`src/rtl/nn_output_reader.sv`:
```
// nn_output_reader: read-out engine for the 4-neuron network.
// It steps selector_output through every neuron index and waits a settle
// window at each one. It then captures network_outputs and streams the byte
// to the host over a valid/ready interface.
// Optional feature macro: NN_READ_CHECKSUM_EN appends an XOR checksum byte
// to every frame.
module nn_output_reader #(
    parameter int NUM_NEURONS   = 4,
    parameter int SEL_W         = 2,
    parameter int SETTLE_CYCLES = 2
) (
    input  logic             clk,
    input  logic             reset,
    input  logic             start,
    input  logic [7:0]       network_outputs,
    input  logic             tx_ready,
    output logic [SEL_W-1:0] selector_output,
    output logic [7:0]       tx_data,
    output logic             tx_valid,
    output logic             busy,
    output logic             done
);

`ifdef NN_READ_CHECKSUM_EN
    typedef enum logic [2:0] {
        IDLE,
        SEL,
        WAIT,
        SEND,
        CHK,
        DONE
    } state_t;
`else
    typedef enum logic [2:0] {
        IDLE,
        SEL,
        WAIT,
        SEND,
        DONE
    } state_t;
`endif

    localparam logic [SEL_W-1:0] LAST_IDX    = SEL_W'(NUM_NEURONS - 1);
    localparam logic [3:0]       SETTLE_LOAD = 4'(SETTLE_CYCLES);

    state_t           state;
    state_t           state_next;
    logic [SEL_W-1:0] idx;
    logic [SEL_W-1:0] idx_next;
    logic [3:0]       cnt;
    logic [3:0]       cnt_next;
    logic [SEL_W-1:0] sel_next;
    logic [7:0]       data_next;
    logic             valid_next;
    logic             busy_next;
    logic             done_next;
`ifdef NN_READ_CHECKSUM_EN
    logic [7:0]       chk;
    logic [7:0]       chk_next;
`endif

    // State and all registered outputs; reset wins over everything and drops any in-flight byte
    always_ff @(posedge clk) begin
        if (reset) begin
            state           <= IDLE;
            idx             <= '0;
            cnt             <= '0;
            selector_output <= '0;
            tx_data         <= 8'h00;
            tx_valid        <= 1'b0;
            busy            <= 1'b0;
            done            <= 1'b0;
`ifdef NN_READ_CHECKSUM_EN
            chk             <= 8'h00;
`endif
        end else begin
            state           <= state_next;
            idx             <= idx_next;
            cnt             <= cnt_next;
            selector_output <= sel_next;
            tx_data         <= data_next;
            tx_valid        <= valid_next;
            busy            <= busy_next;
            done            <= done_next;
`ifdef NN_READ_CHECKSUM_EN
            chk             <= chk_next;
`endif
        end
    end

    // Next-state and next-output decisions; everything holds unless a state says otherwise
    always_comb begin
        state_next = state;
        idx_next   = idx;
        cnt_next   = cnt;
        sel_next   = selector_output;
        data_next  = tx_data;
        valid_next = tx_valid;
        busy_next  = busy;
        done_next  = 1'b0;
`ifdef NN_READ_CHECKSUM_EN
        chk_next   = chk;
`endif
        case (state)
            IDLE: begin
                busy_next = 1'b0;
                if (start) begin
                    idx_next   = '0;
                    busy_next  = 1'b1;
                    state_next = SEL;
`ifdef NN_READ_CHECKSUM_EN
                    chk_next   = 8'h00;
`endif
                end
            end
            SEL: begin
                sel_next   = idx;
                cnt_next   = SETTLE_LOAD;
                state_next = WAIT;
            end
            WAIT: begin
                if (cnt != 4'd0) begin
                    cnt_next = cnt - 4'd1;
                end else begin
                    data_next  = network_outputs;
                    valid_next = 1'b1;
                    state_next = SEND;
`ifdef NN_READ_CHECKSUM_EN
                    chk_next   = chk ^ network_outputs;
`endif
                end
            end
            SEND: begin
                if (tx_valid && tx_ready) begin
                    if (idx == LAST_IDX) begin
`ifdef NN_READ_CHECKSUM_EN
                        data_next  = chk;
                        state_next = CHK;
`else
                        valid_next = 1'b0;
                        done_next  = 1'b1;
                        state_next = DONE;
`endif
                    end else begin
                        valid_next = 1'b0;
                        idx_next   = idx + SEL_W'(1);
                        state_next = SEL;
                    end
                end
            end
`ifdef NN_READ_CHECKSUM_EN
            CHK: begin
                if (tx_valid && tx_ready) begin
                    valid_next = 1'b0;
                    done_next  = 1'b1;
                    state_next = DONE;
                end
            end
`endif
            DONE: begin
                busy_next  = 1'b0;
                state_next = IDLE;
            end
            default: begin
                state_next = IDLE;
            end
        endcase
    end

endmodule

```
`config.mk`:
```
export PLATFORM = sky130hd
export DESIGN_NAME = nn_output_reader
export DESIGN_NICKNAME = d
export VERILOG_FILES = /design/src/rtl/nn_output_reader.sv
export SDC_FILE = /design/constraint.sdc
export NUM_CORES = 1
export LEC_CHECK = 0
export ABC_CLOCK_PERIOD_IN_PS = 3710
export CORE_MARGIN = 1.5
export CORE_UTILIZATION = 51
export CTS_BUF_LIST = sky130_fd_sc_hd__clkbuf_8 sky130_fd_sc_hd__clkbuf_16
export DETAILED_ROUTE_END_ITERATION = 16
export PLACE_DENSITY_LB_ADDON = 0.05
export SETUP_SLACK_MARGIN = 0.1
export SLEW_MARGIN = 20
export SYNTH_ARGS = -nofsm -noshare
export SYNTH_HDL_FRONTEND = slang
export SYNTH_SLANG_ARGS = --single-unit
```
`constraint.sdc`:
```
create_clock -name clk -period 3.71 [get_ports clk]
set_clock_uncertainty 0.1 [all_clocks]
set_input_delay 0.742 -clock clk [delete_from_list [all_inputs] [get_ports clk]]
set_output_delay 0.742 -clock clk [all_outputs]
set_load 0.05 [all_outputs]
```
==> impl_results.md, run 1 <==
* Crit path kind: flip-flop to primary output
* Largest net degree at the start of global routing at 23
* Synth async-reset ratio at 0%
* Fin area at 0.00133 mm^2
* Outcome: complete, no violations
* Pre-CTS WS at 1.35 ns
* DR vias/cell at 5.39
* Post-synth cell types at 37
* Total power at 0.000761 W
* Worst Setup End Kind: primary output
* VDD IR-drop max at 0.357 mV
* CP max stage cell: clkdlybuf4s50_1
* Final WL at 2.05 mm
* Register-to-Register Path Depth at 6
* R2R Path End: state[0]
* CP delay by family, top: buffers and inverters
* Worst path required time at 2.87 ns
* Final hold slack at 0.385 ns
* Port Buffer Count at 24
* Area leader, netlist: dfxtp_1
* Post-synth top area share at 43.3%
* Nets at 141
* I/O pin cnt at 25
* Worst skew pair latency at 0.26 ns
* RSZ-0062 raised after global routing: false
* Critical Path AT at 1.57 ns
* P_leak at 0.523 nW
* DP HPWL at 1.46 mm
* Yosys warns at 0
* Dominant synthesized flop cell: dfxtp_1
* Area of the core at 0.00180 mm^2
* Iter 0 DRT Violations at 3
* Mean post-synth cell area at 9.97 um^2
* TritonCTS Buffers at 3
* ANT cells at 0
* Flops & latches, synth at 22
* Via count at 808
* CTS Buffer Depth at 2
* Worst-path maximum fanout at 6
* Cts hold-fix bufs at 0
* Post-synth top cells: dfxtp_1 (22), nor2_1 (16), mux2i_1 (10)
* Crit path largest cell delay at 0.87 ns
* Initial antenna violation count at 0
* Initial Util at 56.5%
* CP Depth at 1
* Fmax at 0.415 GHz
* Hold wc startpoint: busy
* Mapped cell area at 0.00102 mm^2
* Minimum clock period at 2.41 ns
* Die Y at 47.7 um
* H-tree Lvls at 1
* Final worst-path cycle share at 65.0%
* Post_cts resized at 0
* Top area cells in the synthesized netlist: dfxtp_1 (43%), mux2i_1 (9.8%), nor2_1 (5.9%)
* Final max-slew violation count at 0
* Post-Route Setup TNS at 0 ns
* Worst r2r src: cnt[0]
* TritonCTS clock tree: done
* Least-Margin Pin Slew at 0.803 ns
* PD cells at 574 mW/mm^2
* Max_cap viols at 0
* Die W at 47.7 um
* Setup repair bufs after CTS at 0
* CTS Sinks at 22
* GPL Wtd Cong at 0.801
* Post-Syn Instances at 102
* Crit-path cells: clkdlybuf4s50_1
* Setup ws final at 1.30 ns
* Crit path launch: tx_valid
* Synth-to-layout area growth at 30.4%
* GR Overflow Total at 0
* Dpl cell area at 0.00125 mm^2
* Post-synth EDFFs at 0
* Clk slew on worst S/H paths at 0.08 ns
* Final Hold Vio Count at 0
* Wire length per cell at 13.7 um
* Crit path buffers/inverters at 1
* Syn nets at 117
* Vias in the first global route at 791
* Routed Antenna Nets at 0
* Cell with the most instances after synthesis: dfxtp_1
* Post-synthesis sequential area ratio at 43.3%
* Crit path capture: tx_valid
* Worst R2R Setup Slack at 1.77 ns
* DRC viols at 0
* Startpoint types: flip-flop
* Worst Hold Class: flip-flop to flip-flop
* Global-route wire length before repair at 3.43 mm
* Root buf cell: clkbuf_8
* Num rows at 15
* Layout cells sized above 1 at 9.60%
* Slew HR at 46.3%
* Gr usage total at 21.9%
* Drt pass-1 iters at 4
* Final Setup Violations at 0
* Die ar. at 0.00227 mm^2
## cell type report
class                      instances  area, um^2
multi-input combinational         71         528
fill                             138         475
sequential                        22         440
timing repair buffer              24         240
clock buffer                       3        41.3
tap                               25        31.3
clock inverter                     1        30.0
inverter                           4        15.0
## where the power goes
part,total [W],internal (W),switching (W)
combinational,0.000246,0.000110,0.000136
clock,0.000218,0.000144,0.0000741
sequential,0.000297,0.000263,0.0000341
## placed cells by master (no fill, tap or decap)
| cell type | count |
|---|---|
| clkdlybuf4s50_1 | 24 |
| dfxtp_1 | 22 |
| nor2_1 | 16 |
| mux2i_1 | 10 |
| a21oi_1 | 5 |
| nand2_1 | 4 |
| nor3_1 | 4 |
| inv_1 | 3 |
| ha_1 | 3 |
| clkbuf_8 | 3 |
| nand3_1 | 2 |
| a2bb2oi_1 | 2 |
| nor4b_1 | 2 |
| o21ai_0 | 2 |
| xnor2_1 | 2 |
| inv_2 | 1 |
| nor3b_2 | 1 |
| nor2b_2 | 1 |
| nor3_4 | 1 |
| or4b_1 | 1 |
| nand2b_1 | 1 |
| mux2_1 | 1 |
| nor4b_4 | 1 |
| nor4b_2 | 1 |
| nand3b_1 | 1 |
| nor3_2 | 1 |
| a311oi_1 | 1 |
| o221ai_1 | 1 |
| a2111oi_2 | 1 |
| a31o_1 | 1 |
| a41oi_1 | 1 |
| nor2b_1 | 1 |
| o22ai_1 | 1 |
| a31oi_1 | 1 |
| o21a_1 | 1 |
| bufinv_16 | 1 |
## cell families (layout without fill, tap and decap cells)
| family | Yosys count | count (layout) | synth area share, % |
|---|---|---|---|
| xor gates and xnor gates | 2 | 2 | 1.72 |
| adders and majority gates | 3 | 3 | 3.69 |
| DFF | 22 | 22 | 43.3 |
| and+or+nand+nor | 38 | 38 | 23.5 |
| buffers and inverters | 9 | 32 | 4.80 |
| muxes | 11 | 11 | 10.9 |
| AOI/OAI and AO/OA | 17 | 17 | 12.1 |
## sequential cells by signal, summed over array words and instances (netlist names)
register and cells:
busy 1, cnt 4, done 1, idx 2, selector_output 2, state 3, tx_data 8, tx_valid 1
## how the worst min path moves through the flow
stage	to	slack, ns	cells after the start
detailed placement	busy	0.38	2
CTS	busy	0.39	2
floorplan	idx[1]	0.38	2
global placement	tx_data[5]	0.38	2
global route	tx_data[3]	0.43	2
finish	busy	0.39	2
## through the flow
step / util (%) / cells
finish: 73.6 / 150
global route: 73.6 / 150
CTS: 73.6 / 150
detailed placement: 69.7 / 146
global placement: 69.7 / 146
floorplan: - / 102
## tightest hold or removal path: cells and delay by family, from the launching register on
kind / cells / cell delay (ns)
AOI/OAI and AO/OA: 2 / 0.13
DFF: 1 / 0.32
## per-layer routing
metal,global-route usage (%),vias up,wire length [um]
met4,9.73,0,25
met2,39.2,19,1100
met1,24.8,374,866
met3,4.91,4,63
li1,-,411,-
met5,0,-,0
Power figures use the tool's default switching activity.
==> run 2, diff against run 1 <==
ABC_CLOCK_PERIOD_IN_PS = 2200   (was 3710)
CORE_UTILIZATION = 43   (was 51)
clock period = 2.2 ns   (was 3.71 ns; I/O delays follow)
==> run 2 against run 1 <==
  * Cell area up 1.6%
  * Non-clock buffer count up 2
  * Sequential cell count unchanged
  * Combinational power up 72%
  * Register-to-register slack worse by 1.3 ns
  * Clock-buffer cell count unchanged
  * Clock power up 71%
  * Worst setup slack worse by 1.1 ns
  * Global-route usage down 5.1 points
  * Sequential power up 68%
  * Cell count up 3.3%
  * Highest routed layer unchanged
==> impl_results.md, run 2 (same netlist as run 1, synthesis figures left out) <==
* Largest net degree at the start of global routing at 14 (-39%)
* Final max-slew violation count at 0 (unchanged)
* Die W at 51.6 um (+8.3%)
* Initial Util at 46.0% (-10 points)
* Largest regs: tx_data x8, cnt x4, state x3
* Fill count at 214 (+55%)
* Largest Register: tx_data
* Critical Path AT at 1.42 ns (-0.15 ns)
* Startpoint types: flip-flop
* Worst Hold Class: flip-flop to flip-flop
* Pre-CTS WS at 0.171 ns (-1.18 ns)
* ANT cells at 0 (unchanged)
* CTS Buffer Depth at 2 (unchanged)
* Nets at 143 (+1.4%)
* Area of the core at 0.00221 mm^2 (+23%)
* Final Setup Violations at 0 (unchanged)
* Crit-path cells: clkdlybuf4s50_1
* Int Power at 0.000877 W (+70%)
* Port Buffer Count at 24 (unchanged)
* Gr usage total at 16.8% (-5.1 points)
* Num rows at 17 (+2)
* Routed Antenna Nets at 0 (unchanged)
* Final worst-path cycle share at 88.9%
* DRC viols at 0 (unchanged)
* Least-Margin Pin Slew at 0.507 ns (-0.295 ns)
* PD cells at 960 mW/mm^2 (+67%)
* Wire length per cell at 12.6 um (-8.2%)
* Drt pass-1 iters at 4 (unchanged)
* Max_cap viols at 0 (unchanged)
* CP delay by family, top: buffers and inverters
* Setup repair bufs after CTS at 0 (unchanged)
* Commonest cells after routing, fill and taps aside: clkdlybuf4s50_1 (23), dfxtp_1 (22), nor2_1 (16)
* Initial antenna violation count at 0 (unchanged)
* Clk pwr share at 28.9% (+0.2 points)
* Final WL at 1.95 mm (-5.2%)
* Via count at 829 (+2.6%)
* Net Sw Frac at 32.2% (+0.18 points)
* Clk slew on worst S/H paths at 0.08 ns (about the same)
* Crit path largest cell delay at 0.81 ns (-0.06 ns)
* Area of the multi-input gates at 528 um^2 (unchanged)
* Layout cells sized above 1 at 11.0% (+1.4 points)
* Root buf cell: clkbuf_8
* H-tree Lvls at 1 (unchanged)
* DP HPWL at 1.49 mm (+1.4%)
* Outcome: complete, no violations
* I/O pin cnt at 25 (unchanged)
* Worst Setup End Kind: primary output
* VDD IR-drop max at 0.548 mV (+53%)
* Sequential Power Share at 38.5% (-0.5 points)
* Synth-to-layout area growth at 32.5%
* GPL Wtd Cong at 0.852 (+6.4%)
* Minimum clock period at 1.96 ns
* RSZ-0062 raised after global routing: false
* TritonCTS clock tree: done
* Crit path buffers/inverters at 1 (unchanged)
* CTS Sinks at 22 (unchanged)
* Slew HR at 66.1% (+20 points)
* Register cell area after layout at 440 um^2 (unchanged)
* Crit path kind: flip-flop to primary output
* CP max stage cell: clkdlybuf4s50_1
* Iter 0 DRT Violations at 12 (+9)
* Die Y at 51.6 um (+8.3%)
* Die ar. at 0.00267 mm^2 (+17%)
* Max reg flops at 8 (unchanged)
* Final Hold Vio Count at 0 (unchanged)
* DR vias/cell at 5.35 (-0.71%)
* TritonCTS Buffers at 3 (unchanged)
* GR Overflow Total at 0 (unchanged)
* Worst path required time at 1.66 ns (-1.21 ns)
* Net switching power at 0.000417 W (+71%)
* Setup ws final at 0.244 ns (-1.06 ns)
* Comb power frac at 32.6% (+0.3 points)
* Post-Route Setup TNS at 0 ns (unchanged)
* Global-route wire length before repair at 3.32 mm (-3.2%)
* Commonest non-fill, non-tap cell in the layout: clkdlybuf4s50_1
* Vias in the first global route at 748 (-5.4%)
* Worst-path maximum fanout at 2 (-4)
* P_leak at 0.547 nW (+4.7%)
* Worst skew pair latency at 0.26 ns (about the same)
* Fmax at 0.511 GHz
-- run 2: metrics by stage --
| stage | cells | hold slack (ns) | total power (W) | area [um^2] | util [%] |
|---|---|---|---|---|---|
| after CTS | 155 | 0.393 | 0.00131 | 1350 | 60.8 |
| after detailed placement | 151 | 0.381 | 0.000934 | 1270 | 57.6 |
| after global routing | 155 | 0.410 | 0.00137 | 1350 | 60.9 |
| after floorplan | 102 | 0.380 | 0.000824 | 1020 | - |
| final | 155 | 0.393 | 0.00129 | 1350 | 60.9 |
| after global placement | 151 | 0.368 | 0.000923 | 1270 | 57.6 |
-- run 2: routing by layer --
layer	share of wire, %	wire length [um]	global-route usage, %	up-vias
li1	-	-	-	418
met4	1.6	31	9.21	0
met2	46	886	23.7	18
met3	4.8	93	5.46	4
met5	0	0	0	-
met1	48	934	22.5	389
-- run 2: final cells by class --
class                      count  share of cell area [%]
sequential                    22                    32.7
clock inverter                 1                    2.23
tap                           28                    2.60
clock buffer                   3                    3.06
multi-input combinational     71                    39.2
inverter                       4                    1.11
timing repair buffer          26                    19.1
-- run 2: timing repair --
item / 4_1_cts / 5_1_grt
hold buffers: 0 / 0
setup endpoints to repair: 0 / 1
gates resized for setup: 0 / 1
-- run 2: worst paths after layout --
kind               from          to  slack, ns  cells after the start
max          tx_data[0]  tx_data[0]       0.24                      1
min                busy        busy       0.39                      2
max reg2reg    state[0]      idx[0]       0.47                      4
min reg2reg        busy        busy       0.39                      2
-- run 2: power by group through the flow --
stage                     logic (W)  clock network [W]  registers, W
after floorplan            0.000259                  0      0.000566
after global placement     0.000416                  0      0.000507
after detailed placement   0.000426                  0      0.000508
after CTS                  0.000427           0.000382      0.000498
after global routing       0.000458           0.000403      0.000507
final                      0.000422           0.000373      0.000498
